===== src/rtl/word_serializer_if.sv =====
// word_serializer_if
//   Handshake and serial-output bundle for word_serializer.
//   slave  : serializer side (takes words, drives the serial stream)
//   master : producer/consumer side (offers words, strobes out_en)
//   Signals: in_valid/in_ready/in_data (word handshake),
//            out_en (consumer advance), out_valid/out_bit/out_first/
//            out_last (serial frame), busy (frame in progress).
interface word_serializer_if #(
   parameter int WIDTH = 8
);
   logic             in_valid;
   logic             in_ready;
   logic [WIDTH-1:0] in_data;
   logic             out_en;
   logic             out_valid;
   logic             out_bit;
   logic             out_first;
   logic             out_last;
   logic             busy;

   modport slave (
      input  in_valid, in_data, out_en,
      output in_ready, out_valid, out_bit, out_first, out_last, busy
   );

   modport master (
      output in_valid, in_data, out_en,
      input  in_ready, out_valid, out_bit, out_first, out_last, busy
   );
endinterface


===== src/rtl/word_serializer.sv =====
// word_serializer
//   Parallel-to-serial converter. Takes a WIDTH-bit word on a valid/ready
//   handshake and emits it LSB first, one bit per out_en strobe, with
//   first/last frame markers. A new word can be accepted on the edge that
//   consumes the last bit, so back-to-back words stream without a gap.
//
//   Optional feature: define WORD_SERIALIZER_PARITY_EN to append an
//   even-parity bit (XOR of the accepted word) after the data bits; out_last
//   then marks the parity bit.
//
//   Ports:
//     clk  - rising-edge clock
//     rst  - synchronous, active-high reset
//     bus  - word_serializer_if.slave (handshake + serial outputs)
module word_serializer #(
   parameter int WIDTH = 8
) (
   input logic              clk,
   input logic              rst,
   word_serializer_if.slave bus
);

`ifdef WORD_SERIALIZER_PARITY_EN
   localparam int FRAME = WIDTH + 1;
`else
   localparam int FRAME = WIDTH;
`endif
   localparam int CW = $clog2(FRAME + 1);
   localparam logic [CW-1:0] CNT_LAST = CW'(FRAME - 1);

   localparam logic [0:0] S_IDLE  = 1'b0;
   localparam logic [0:0] S_SHIFT = 1'b1;

   logic [0:0]       state;
   logic [WIDTH-1:0] sreg;
   logic [CW-1:0]    cnt;
   logic             shifting;
   logic             last;
   logic             in_rdy;
   logic             accept;
   logic             bit_sel;

   assign shifting = (state == S_SHIFT);
   assign last     = shifting && (cnt == CNT_LAST);

   // Ready in IDLE, or on the edge that consumes the last bit so the next
   // word slots in without an idle bubble. Held low during reset so a
   // producer never sees a handshake that reset would discard.
   assign in_rdy = !rst && (!shifting || (last && bus.out_en));
   assign accept = bus.in_valid && in_rdy;

`ifdef WORD_SERIALIZER_PARITY_EN
   logic par_q;

   // Parity is captured with the word; by the time it is emitted the shift
   // register has been fully drained.
   always_ff @(posedge clk) begin
      if (rst)         par_q <= 1'b0;
      else if (accept) par_q <= ^bus.in_data;
   end

   assign bit_sel = (cnt == CW'(WIDTH)) ? par_q : sreg[0];
`else
   assign bit_sel = sreg[0];
`endif

   always_ff @(posedge clk) begin
      if (rst) begin
         state <= S_IDLE;
         sreg  <= '0;
         cnt   <= '0;
      end else if (accept) begin
         state <= S_SHIFT;
         sreg  <= bus.in_data;
         cnt   <= '0;
      end else if (shifting && bus.out_en) begin
         sreg <= {1'b0, sreg[WIDTH-1:1]};
         if (last) begin
            state <= S_IDLE;
            cnt   <= '0;
         end else begin
            cnt <= cnt + CW'(1);
         end
      end
   end

   assign bus.in_ready  = in_rdy;
   assign bus.out_valid = shifting;
   assign bus.busy      = shifting;
   assign bus.out_bit   = shifting && bit_sel;
   assign bus.out_first = shifting && (cnt == '0);
   assign bus.out_last  = last;

endmodule


===== src/flat_wrapper.sv =====
// flat-port wrapper written by rule: the top's interface ports become plain ports
module word_serializer_flat 
#(
   parameter int WIDTH = 8
)
  (clk, rst, bus_in_valid, bus_in_data, bus_out_en, bus_in_ready, bus_out_valid, bus_out_bit, bus_out_first, bus_out_last, bus_busy);
  word_serializer_if #(.WIDTH(WIDTH)) bus_i ();
  input logic clk;
  input logic rst;
  input wire logic [$bits(bus_i.in_valid)-1:0] bus_in_valid;
  input wire logic [$bits(bus_i.in_data)-1:0] bus_in_data;
  input wire logic [$bits(bus_i.out_en)-1:0] bus_out_en;
  output wire logic [$bits(bus_i.in_ready)-1:0] bus_in_ready;
  output wire logic [$bits(bus_i.out_valid)-1:0] bus_out_valid;
  output wire logic [$bits(bus_i.out_bit)-1:0] bus_out_bit;
  output wire logic [$bits(bus_i.out_first)-1:0] bus_out_first;
  output wire logic [$bits(bus_i.out_last)-1:0] bus_out_last;
  output wire logic [$bits(bus_i.busy)-1:0] bus_busy;
  assign bus_i.in_valid = bus_in_valid;
  assign bus_i.in_data = bus_in_data;
  assign bus_i.out_en = bus_out_en;
  assign bus_in_ready = bus_i.in_ready;
  assign bus_out_valid = bus_i.out_valid;
  assign bus_out_bit = bus_i.out_bit;
  assign bus_out_first = bus_i.out_first;
  assign bus_out_last = bus_i.out_last;
  assign bus_busy = bus_i.busy;
  word_serializer #(.WIDTH(WIDTH)) u_core (.clk(clk), .rst(rst), .bus(bus_i));
endmodule

===== config.mk =====
export PLATFORM = sky130hd
export DESIGN_NAME = word_serializer_flat
export DESIGN_NICKNAME = d
export VERILOG_FILES = /design/src/rtl/word_serializer_if.sv /design/src/rtl/word_serializer.sv /design/src/flat_wrapper.sv
export SDC_FILE = /design/constraint.sdc
export NUM_CORES = 1
export LEC_CHECK = 0
export ABC_AREA = 1
export BUFFER_PORTS_ARGS = -buffer_cell sky130_fd_sc_hd__buf_2
export CORE_UTILIZATION = 35
export DETAILED_ROUTE_END_ITERATION = 6
export PLACE_DENSITY = 0.65
export SLEW_MARGIN = 40
export SYNTH_ARGS = -nofsm -noshare
export SYNTH_HDL_FRONTEND = slang
export SYNTH_SLANG_ARGS = --single-unit

===== constraint.sdc =====
create_clock -name clk -period 3.7 [get_ports clk]
set_input_delay 0.925 -clock clk [delete_from_list [all_inputs] [get_ports clk]]
set_output_delay 0.925 -clock clk [all_outputs]
set_load 0.01 [all_outputs]

==> run summary <==
Synth Area in Compound Gates: 8.51%
die height: 48.3 um
reg-to-reg endpoint: u_core.cnt[0]
CTS Buffer Depth: 2
power after layout: 286 uW
worst hold start: u_core.sreg[7]
Clock Power Share: 30.8%
Leak: 0.000415 uW
peak supply drop: 213 uV
CTS Hold Bufs: 0
max cap viols: 0
Slew @ Worst Pin: 0.366 ns
post-synth cell types: 20
syn_nets: 119
Hold Vio Cnt, Final: 0
WL/cell: 9.57 um
Port Buffers: 17
post-route clock period utilization: 65.3%
fraction of registers with async set/reset: 0%
CTS tree: yes
NumNets Final: 136
root buffer cell: clkbuf_4
CP Class: primary input to output pin
DP Worst Slack: 1.28 ns
P_sw: 79.6 uW
CP endpoint kind: output pin
cts repair resizes: 0
final core occ: 42.9%
core area: 1980 um2
Total GRT Usage: 14.8%
Synth Register Bits: 13
fmax: 414 MHz
main combinational cell family by area after synthesis: simple AND/OR/NAND/NOR gates
Logic pwr share: 16.1%
Worst Hold Path EP: u_core.sreg[7]
share of cells above drive strength 1: 23.1%
drc violations: 0
CP Launch Type: primary input
die area: 2330 um2
Worst Path Max Fanout: 3
drt total wl: 1.42 mm
Post-synth EDFFs: 0
r2r setup slk: 2.13 ns
Die Width: 48.3 um
final worst slack: 1.29 ns
Initial Util: 37.8%
synthesized area per cell: 7.14 um2
Synth Cell Area: 749 um2
Primary FF master, synth: dfxtp_1
Max-slew headroom: 75.6%
RR Startpoint: u_core.cnt[0]
worst-case reg-to-reg path depth: 8
xor/xnor share of the synthesized area: 2.34%
WP data arrival: 1.49 ns
Final min period: 2.41 ns
yosys warns: 0
htree depth: 1
drt initial violations: 26
pin count of the biggest net entering global routing: 18
Final Wtd Congestion: 0.801
Hold Path Class: flop to flop
sequential share of the synthesized area: 34.7%
first-pass GRT wire length: 2.35 mm
clock slew at reported path FFs: 0.08 ns
via-per-instance ratio: 4.73
WP data required: 2.77 ns
drt first pass iters: 4
Final ANT Viol Nets: 0
DP Wirelength: 1.04 mm
Worst Skew: 0.000906 ns
Pwr Density: 337 nW/um2
CTS Buf Count: 3
mux share of post-synthesis cell area: 0%
post-CTS setup-driven buffer insertion count: 0
Pint: 207 uW
Clock Sinks: 13
post-route insts no fill: 148
Simple-Gate Fraction of Synth Area: 37.6%
Sw Share: 27.8%
Adder-Cell Fraction of Synth Area: 3.34%
clk_lat worst skew: 0.27 ns
vias in the first global route: 570
Hold Crit Depth: 2
initial antenna violation count: 0
sequential group share of total power: 53.1%
unrepaired setup endpoints after global routing: no
Post-Syn Instances: 105
# setup viols final: 0
vias: 700
# IOs: 18
Antenna diodes: 0
run status: finished, final reports clean
placed instance count: 144
Slew Limit Fails: 0
Fin Setup TNS: 0 ns
synth-to-layout area growth: 13.4%
Overflow after GRT: 0
floorplan row count: 16
==> logic make-up (layout without fill, tap and decap cells) <==
| kind of cell | count (synthesis) | in the layout |
|---|---|---|
| simple gates | 56 | 56 |
| compound gates | 12 | 12 |
| buf+inv | 20 | 36 |
| flops | 13 | 13 |
| xor+xnor | 2 | 2 |
| fa+ha+maj | 2 | 2 |
==> layer usage <==
| layer | global-route usage, % | wire [um] | share of wire [%] |
|---|---|---|---|
| met5 | 0 | 0 | 0 |
| met3 | 4.44 | 60 | 4.2 |
| met1 | 20.0 | 760 | 54 |
| met4 | 8.33 | 23 | 1.6 |
| met2 | 20.5 | 570 | 40 |
==> worst max path at each step <==
stage                             start           end  cells after the start
after floorplan                     rst  bus_in_ready                      2
after detailed placement     bus_out_en  bus_in_ready                      4
after CTS                    bus_out_en  bus_in_ready                      4
after global routing      u_core.cnt[0]  bus_in_ready                      6
after global placement       bus_out_en  bus_in_ready                      4
final                        bus_out_en  bus_in_ready                      4
==> power groups by stage <==
stage / Sequential, uW / Clock, uW / Combinational [uW]
3_3_place_gp: 155 / 0 / 46.3
6_report: 152 / 88.1 / 46.2
2_1_floorplan: 155 / 0 / 35.7
5_1_grt: 154 / 97.9 / 53.1
4_1_cts: 152 / 92.9 / 46.5
3_5_place_dp: 155 / 0 / 46.4
==> placed cells by master (no fill, tap or decap), drive strengths merged <==
| master | count |
|---|---|
| xor2 | 2 |
| clkbuf | 4 |
| ha | 2 |
| nand3 | 11 |
| buf | 17 |
| nand2 | 32 |
| a21oi | 12 |
| nand4 | 8 |
| clkinv | 1 |
| nor3b | 2 |
| inv | 14 |
| nor2 | 3 |
| dfxtp | 13 |
==> worst max-delay path, cell delays in order <==
cell     delay (ns)
buf_2          0.10
nand3_2        0.10
a21oi_1        0.20
buf_2          0.17
==> synthesized netlist by cell type, types with 2 or more instances <==
library cell / n / area [um2]
a21oi_1: 11 / 55.1
buf_4: 2 / 15.0
dfxtp_1: 13 / 260
ha_1: 2 / 25.0
inv_1: 14 / 52.6
nand2_1: 28 / 105
nand2_2: 4 / 25.0
nand3_1: 9 / 45.0
nand4_1: 8 / 50.1
nor2_1: 2 / 7.51
nor3b_1: 2 / 15.0
xor2_1: 2 / 17.5
==> area by class of cell <==
type,count,area [um2]
well taps,27,33.8
fillers,209,1130
clock buffers,4,26.3
inverters,15,56.3
multi-input cells,72,388
repair buffers,17,85.1
flip-flops and latches,13,260
==> flip-flops by register name, summed over array words and instances (netlist names) <==
name,cells
u_core.bus.busy,1
u_core.cnt,4
u_core.sreg,8
==> stage by stage <==
stage | hold WS (ns) | instance area [um2]
2_1_floorplan | 0.457 | 749
3_3_place_gp | 0.469 | 823
3_5_place_dp | 0.476 | 823
4_1_cts | 0.488 | 850
5_1_grt | 0.513 | 850
6_report | 0.486 | 850
No activity file was read; power rests on OpenSTA's default activity.
